[src/rtl/fpu_addsub_pipe.sv]
// Three-stage pipelined IEEE-style adder/subtractor with flush-to-zero for subnormals.
// Define FPU_ADDSUB_RNE_EN for round-to-nearest-even; otherwise results truncate toward zero.
module fpu_addsub_pipe #(
   parameter int EXP_W = 8,
   parameter int MAN_W = 23
) (
   input  logic                     clk,
   input  logic                     reset,
   input  logic                     in_valid,
   output logic                     in_ready,
   input  logic                     op_sub,
   input  logic [EXP_W+MAN_W:0]     a,
   input  logic [EXP_W+MAN_W:0]     b,
   output logic                     out_valid,
   input  logic                     out_ready,
   output logic [EXP_W+MAN_W:0]     result,
   output logic [3:0]               flags
);
   localparam int W  = 1 + EXP_W + MAN_W;
   localparam int XW = MAN_W + 4;   // hidden, mantissa, guard, round, sticky
   localparam int AW = MAN_W + 3;   // hidden, mantissa, guard, round
   localparam logic [EXP_W-1:0] EXP_MAX = '1;

   typedef struct packed {
      logic             valid;
      logic             special;
      logic [W-1:0]     spec_res;
      logic [3:0]       spec_flags;
      logic             sign;
      logic             eff_sub;
      logic [EXP_W-1:0] expo;
      logic [XW-1:0]    sig_l;
      logic [XW-1:0]    sig_s;
   } s1_t;

   typedef struct packed {
      logic             valid;
      logic             special;
      logic [W-1:0]     spec_res;
      logic [3:0]       spec_flags;
      logic             sign;
      logic             eff_sub;
      logic [EXP_W-1:0] expo;
      logic [XW:0]      sum;
   } s2_t;

   typedef struct packed {
      logic         valid;
      logic [W-1:0] res;
      logic [3:0]   flg;
   } s3_t;

   s1_t s1_q, s1_d, s1_n;
   s2_t s2_q, s2_d;
   s3_t s3_q, s3_d;

   logic advance;
   assign advance   = !(s3_q.valid && !out_ready);
   assign in_ready  = advance;
   assign out_valid = s3_q.valid;
   assign result    = s3_q.res;
   assign flags     = s3_q.flg;

   // S1: classify, order by magnitude, align the smaller operand
   logic             sa, sb, sl, swap;
   logic [EXP_W-1:0] ea, eb, el, es;
   logic             a_nan, b_nan, a_inf, b_inf, a_snan, b_snan;
   logic [W-2:0]     mag_a, mag_b, mag_l, mag_s;
   logic [MAN_W:0]   hl, hs;
   logic [31:0]      diff, sh;
   logic [2*AW-1:0]  algn;
   logic [W-1:0]     qnan;

   always_comb begin
      qnan   = {1'b0, EXP_MAX, 1'b1, {(MAN_W-1){1'b0}}};
      sa     = a[W-1];
      sb     = b[W-1] ^ op_sub;
      ea     = a[W-2:MAN_W];
      eb     = b[W-2:MAN_W];
      a_nan  = (ea == EXP_MAX) && (a[MAN_W-1:0] != '0);
      b_nan  = (eb == EXP_MAX) && (b[MAN_W-1:0] != '0);
      a_inf  = (ea == EXP_MAX) && (a[MAN_W-1:0] == '0);
      b_inf  = (eb == EXP_MAX) && (b[MAN_W-1:0] == '0);
      a_snan = a_nan && !a[MAN_W-1];
      b_snan = b_nan && !b[MAN_W-1];
      mag_a  = (ea == '0) ? '0 : a[W-2:0];
      mag_b  = (eb == '0) ? '0 : b[W-2:0];
      swap   = mag_b > mag_a;
      sl     = swap ? sb : sa;
      mag_l  = swap ? mag_b : mag_a;
      mag_s  = swap ? mag_a : mag_b;
      el     = mag_l[W-2:MAN_W];
      es     = mag_s[W-2:MAN_W];
      hl     = (el == '0) ? '0 : {1'b1, mag_l[MAN_W-1:0]};
      hs     = (es == '0) ? '0 : {1'b1, mag_s[MAN_W-1:0]};
      diff   = 32'(el) - 32'(es);
      sh     = (diff >= 32'(AW)) ? 32'(AW) : diff;
      // lower half collects everything shifted past the round bit
      algn   = {hs, 2'b00, {AW{1'b0}}} >> sh;

      s1_n            = '0;
      s1_n.valid      = in_valid;
      s1_n.sign       = sl;
      s1_n.eff_sub    = sa ^ sb;
      s1_n.expo       = el;
      s1_n.sig_l      = {hl, 3'b000};
      s1_n.sig_s      = {algn[2*AW-1:AW], |algn[AW-1:0]};
      s1_n.special    = a_nan || b_nan || a_inf || b_inf;
      if (a_nan || b_nan) begin
         s1_n.spec_res   = qnan;
         s1_n.spec_flags = {a_snan || b_snan, 3'b000};
      end else if (a_inf && b_inf && (sa != sb)) begin
         s1_n.spec_res   = qnan;
         s1_n.spec_flags = 4'b1000;
      end else if (a_inf) begin
         s1_n.spec_res   = {sa, EXP_MAX, {MAN_W{1'b0}}};
      end else if (b_inf) begin
         s1_n.spec_res   = {sb, EXP_MAX, {MAN_W{1'b0}}};
      end
      s1_d = advance ? s1_n : s1_q;
   end

   // S2: magnitude add/subtract; larger-first ordering keeps the difference non-negative
   always_comb begin
      s2_d = s2_q;
      if (advance) begin
         s2_d.valid      = s1_q.valid;
         s2_d.special    = s1_q.special;
         s2_d.spec_res   = s1_q.spec_res;
         s2_d.spec_flags = s1_q.spec_flags;
         s2_d.sign       = s1_q.sign;
         s2_d.eff_sub    = s1_q.eff_sub;
         s2_d.expo       = s1_q.expo;
         s2_d.sum        = s1_q.eff_sub ? ({1'b0, s1_q.sig_l} - {1'b0, s1_q.sig_s})
                                        : ({1'b0, s1_q.sig_l} + {1'b0, s1_q.sig_s});
      end
   end

   // S3: normalise, round, pack
   logic [7:0]          lzc;
   logic                found, g, r, st, inexact, rnd_up;
   logic [XW-1:0]       norm;
   logic [MAN_W-1:0]    mant;
   logic [MAN_W:0]      mant_r;
   logic signed [15:0]  exp_n, exp_r;
   logic [W-1:0]        res;
   logic [3:0]          flg;

   always_comb begin
      lzc   = 8'd0;
      found = 1'b0;
      for (int i = XW-1; i >= 0; i--) begin
         if (!found) begin
            if (s2_q.sum[i]) found = 1'b1;
            else             lzc   = lzc + 8'd1;
         end
      end
      if (s2_q.sum[XW]) begin
         norm  = {s2_q.sum[XW:2], s2_q.sum[1] | s2_q.sum[0]};
         exp_n = $signed(16'(s2_q.expo)) + 16'sd1;
      end else begin
         norm  = s2_q.sum[XW-1:0] << lzc;
         exp_n = $signed(16'(s2_q.expo)) - $signed(16'(lzc));
      end
      mant    = norm[XW-2:3];
      g       = norm[2];
      r       = norm[1];
      st      = norm[0];
      inexact = g | r | st;
`ifdef FPU_ADDSUB_RNE_EN
      rnd_up  = g & (r | st | mant[0]);
`else
      rnd_up  = 1'b0;
`endif
      mant_r  = {1'b0, mant} + {{MAN_W{1'b0}}, rnd_up};
      exp_r   = exp_n + (mant_r[MAN_W] ? 16'sd1 : 16'sd0);

      res = {s2_q.sign, exp_r[EXP_W-1:0], mant_r[MAN_W-1:0]};
      flg = {3'b000, inexact};
      if (s2_q.special) begin
         res = s2_q.spec_res;
         flg = s2_q.spec_flags;
      end else if (s2_q.sum == '0) begin
         res = {s2_q.eff_sub ? 1'b0 : s2_q.sign, {(W-1){1'b0}}};
         flg = 4'b0000;
      end else if (exp_n <= 16'sd0) begin
         res = {s2_q.sign, {(W-1){1'b0}}};
         flg = 4'b0011;
      end else if (exp_r >= $signed(16'(EXP_MAX))) begin
`ifdef FPU_ADDSUB_RNE_EN
         res = {s2_q.sign, EXP_MAX, {MAN_W{1'b0}}};
`else
         res = {s2_q.sign, {(EXP_W-1){1'b1}}, 1'b0, {MAN_W{1'b1}}};
`endif
         flg = 4'b0101;
      end

      s3_d = s3_q;
      if (advance) begin
         s3_d.valid = s2_q.valid;
         s3_d.res   = res;
         s3_d.flg   = flg;
      end
   end

   always_ff @(posedge clk or posedge reset) begin
      if (reset) begin
         s1_q <= '0;
         s2_q <= '0;
         s3_q <= '0;
      end else begin
         s1_q <= s1_d;
         s2_q <= s2_d;
         s3_q <= s3_d;
      end
   end

endmodule

[config.mk]
export PLATFORM = sky130hd
export DESIGN_NAME = fpu_addsub_pipe
export DESIGN_NICKNAME = d
export VERILOG_FILES = /design/src/rtl/fpu_addsub_pipe.sv
export SDC_FILE = /design/constraint.sdc
export NUM_CORES = 1
export LEC_CHECK = 0
export CAP_MARGIN = 20
export CORE_MARGIN = 3
export CORE_UTILIZATION = 40
export DETAILED_ROUTE_END_ITERATION = 12
export GPL_TIMING_DRIVEN = 0
export PLACE_DENSITY = 0.68
export SKIP_CTS_REPAIR_TIMING = 1
export SYNTH_ARGS = -nofsm -noshare
export SYNTH_HDL_FRONTEND = slang
export SYNTH_SLANG_ARGS = --single-unit
[constraint.sdc]
create_clock -name clk -period 17.4 [get_ports clk]
set_input_delay 3.48 -clock clk [delete_from_list [all_inputs] [get_ports clk]]
set_output_delay 3.48 -clock clk [all_outputs]
set_load 0.01 [all_outputs]
==> flow_summary_export.csv <==
group,metric,value,unit
layout,multiInputGateArea,14830,um^2
floorplan,die_area,50180,um^2
sta,fmax,57.61,MHz
logic_synthesis,ys_seq_area_share,19.48,%
clock_network,clkLatencyLatePin,0.45,ns
logic_synthesis,syn_inst,2588,
global_route,use_met1,33.86,%
logic_synthesis,synth_area,19010,um^2
layout,syn2layout_area_growth,18.93,%
clock_network,cts_tree,"built",
clock_network,clk_pin_slew,0.07,ns
floorplan,die_width,224.0,um
route,drt_iter0_drc,2143,
min_path,min-delay-path-class,"register to register",
global_route,grt_pass1_vias,19322,
sta,setup_tns,0,ns
sta,finalHoldViolCount,0,
status,status,"finished clean",
critical_path,crit_path_end_kind,"register",
floorplan,die_h,224.0,um
logic_synthesis,synth_nets,2772,
sta,worstMarginPinSlew,1.223,ns
logic_synthesis,avgSynthCellArea,7.346,um^2
layout,instances_no_fill,3394,
route,drt_pass1_iterations,6,
route,drc,0,
route,via_count,20719,
place,place_area,20930,um^2
sta,drv_slew,0,
logic_synthesis,netlist.area_leader.share,19.48,%
floorplan,io_pins,107,
critical_path,regToRegStartpoint,"s2_q[24]",
layout,fillers,4553,
logic_synthesis,ys_seq_elements,148,
route,drt-vias-per-instance,6.105,
layout,register_area,3705,um^2
logic_synthesis,synth_ff_type,"dfrtp_1",
layout,nets,2958,
floorplan,coreArea,46750,um^2
place,post-place-cells,3302,
sta,fin_crit_sh,99.75,%
critical_path,worst-setup-path-type,"register to register",
route,drt_wl_total,71.13,mm
route,wl_per_cell,20.96,um
logic_synthesis,ys_warn_count,0,
logic_synthesis,yosysTopAreaCell,"dfrtp_1",
critical_path,path_max_fanout,7,
layout,post-route-util,48.36,%
sta,fin_worst_skew,0.01138,ns
clock_network,htree_num_levels,4,
min_path,min_delay_path_depth,1,
place,hpwl,56.00,mm
global_route,grt-ovfl-total,0,
clock_network,cts-root-buf,"clkbuf_16",
critical_path,critPathSlowestCell,"a311o_1",
sta,setup_viol,0,
min_path,min_from,"s2_q[75]",
global_route,grt_max_degree,76,
floorplan,initial_core_util,40.66,%
critical_path,cp.required,17.73,ns
logic_synthesis,synth_cell_types,104,
critical_path,worst-r2r-cell-count,103,
min_path,worstHoldEndpoint,"out_valid",
layout,final_common_cell,"nand2_1",
clock_network,cts_buffer_depth,2,
power,ir_worst_vdd,0.00008016,V
logic_synthesis,synth_edf_count,0,
floorplan,rows,79,
sta,rsz0062_at_grt,"true",
global_route,antenna_found_initial,0,
critical_path,crit_arrival,17.68,ns
sta,fin_crit,17.36,ns
place,gp_congestion,1.036,
global_route,use_met3,2.831,%
global_route,grt_util_all_layers,27.11,%
power,p_leak,9.445,nW
layout,antenna_cells,0,
critical_path,rrSetupSlack,0.04,ns
critical_path,cp-start-kind,"register",
layout,drive_above_1_share,10.41,%
critical_path,r2r-end,"result[21]",
critical_path,cp_slowest_stage_delay,0.36,ns
place,dp_slack,-2.936,ns
layout,final_cell_mix,"347 x nand2_1, 228 x nor2_1, 205 x a21oi_1",
route,ant_nets,0,
global_route,grt_pass1_wl,108.8,mm
critical_path,cpMostUsedCell,"ha_4",
layout,final_cell_area,22610,um^2
clock_network,numCtsBuffers,17,
flow_run,cap_violations,0,
logic_synthesis,synth_area_leaders,"dfrtp_1 19%, ha_1 7.4%, nand2_1 7.1%",
global_route,grt_use_met2,47.40,%
place,portBuffers,106,
sta,relSlewSlack,17.72,%
global_route,top_usage_layer,"met2",
logic_synthesis,async_flop_share,100.0,%
sta,layout_setup_ws,0.04315,ns
clock_network,clkSinkCount,148,
power,powerDensity,116.0,nW/um^2
==> flip-flops by register name, indices dropped and copies added, names as in the netlist <==
| name | flops |
|---|---|
| s1_q | 67 |
| s2_q | 44 |
| result | 32 |
| flags | 4 |
| out_valid | 1 |
==> through the flow <==
stage / hold slack [ns] / power (mW)
floorplan: 0.4300 / 1.527
global placement: 0.4468 / 1.992
detailed placement: 0.4513 / 2.021
CTS: 0.4650 / 2.412
global route: 0.4777 / 2.786
finish: 0.4594 / 2.622
==> report_power, final <==
group / internal, mW / switching [mW] / total, mW
Combinational: 0.661 / 1.00 / 1.66
Sequential: 0.456 / 0.117 / 0.573
Clock: 0.219 / 0.165 / 0.384
==> routing by layer <==
layer  share of wire [%]  vias up
li1                    -     9756
met1                  41     9876
met2                  49      901
met3                 5.4      186
met4                 4.5        0
met5                   0        -
==> cell families (layout without fill, tap and decap cells) <==
| kind of cell | Yosys count | in the layout | synth area share [%] |
|---|---|---|---|
| xor gates and xnor gates | 132 | 132 | 8.075 |
| adders and majority gates | 122 | 122 | 8.022 |
| buffers and inverters | 268 | 467 | 5.515 |
| AOI/OAI and AO/OA | 760 | 760 | 25.53 |
| muxes | 137 | 137 | 7.443 |
| DFF | 148 | 148 | 19.48 |
| and+or+nand+nor | 1021 | 1021 | 25.94 |
==> worst max path at each step <==
stage / start / to / slack, ns / cells past startpoint
final: s2_q[24] / result[21] / 0.04 / 103
after global routing: s2_q[24] / result[21] / -0.78 / 102
after CTS: s2_q[26] / result[16] / -3.06 / 100
after detailed placement: s2_q[26] / result[16] / -2.94 / 100
after global placement: s2_q[26] / result[16] / -2.44 / 100
after floorplan: s2_q[23] / result[15] / 0.01 / 104
==> cell type report <==
| class | count | area share [%] |
|---|---|---|
| Inverter | 112 | 1.970 |
| Sequential cell | 148 | 16.38 |
| Clock inverter | 14 | 0.7249 |
| Tap cell | 607 | 3.359 |
| Clock buffer | 18 | 1.942 |
| Multi-Input combinational cell | 2172 | 65.59 |
| Timing Repair Buffer | 170 | 6.922 |
| Buffer | 153 | 3.110 |
==> critical path, delay by kind of cell, from the launching register on <==
| family | cells | cell delay, ns |
|---|---|---|
| xor+xnor | 3 | 0.62 |
| buf+inv | 11 | 1.13 |
| fa+ha+maj | 24 | 6.35 |
| simple gates | 23 | 2.09 |
| compound gates | 29 | 4.57 |
| flops | 1 | 0.35 |
| mux | 13 | 2.11 |
==> synth_stat cells (25+ instances only) <==
cell,n
or3_1,29
nor2_1,234
nand2_1,360
nor3_1,73
clkbuf_1,125
inv_1,109
nand4_1,34
and2_1,36
xor2_1,25
ha_1,113
o21bai_1,26
xnor2_1,74
nand2b_1,32
o21ai_0,197
a21oi_1,220
nor4_1,31
o21a_1,28
nor2b_1,26
a21o_1,26
mux2i_1,113
nand3_1,69
dfrtp_1,148
(Power assumes the default switching activity.)
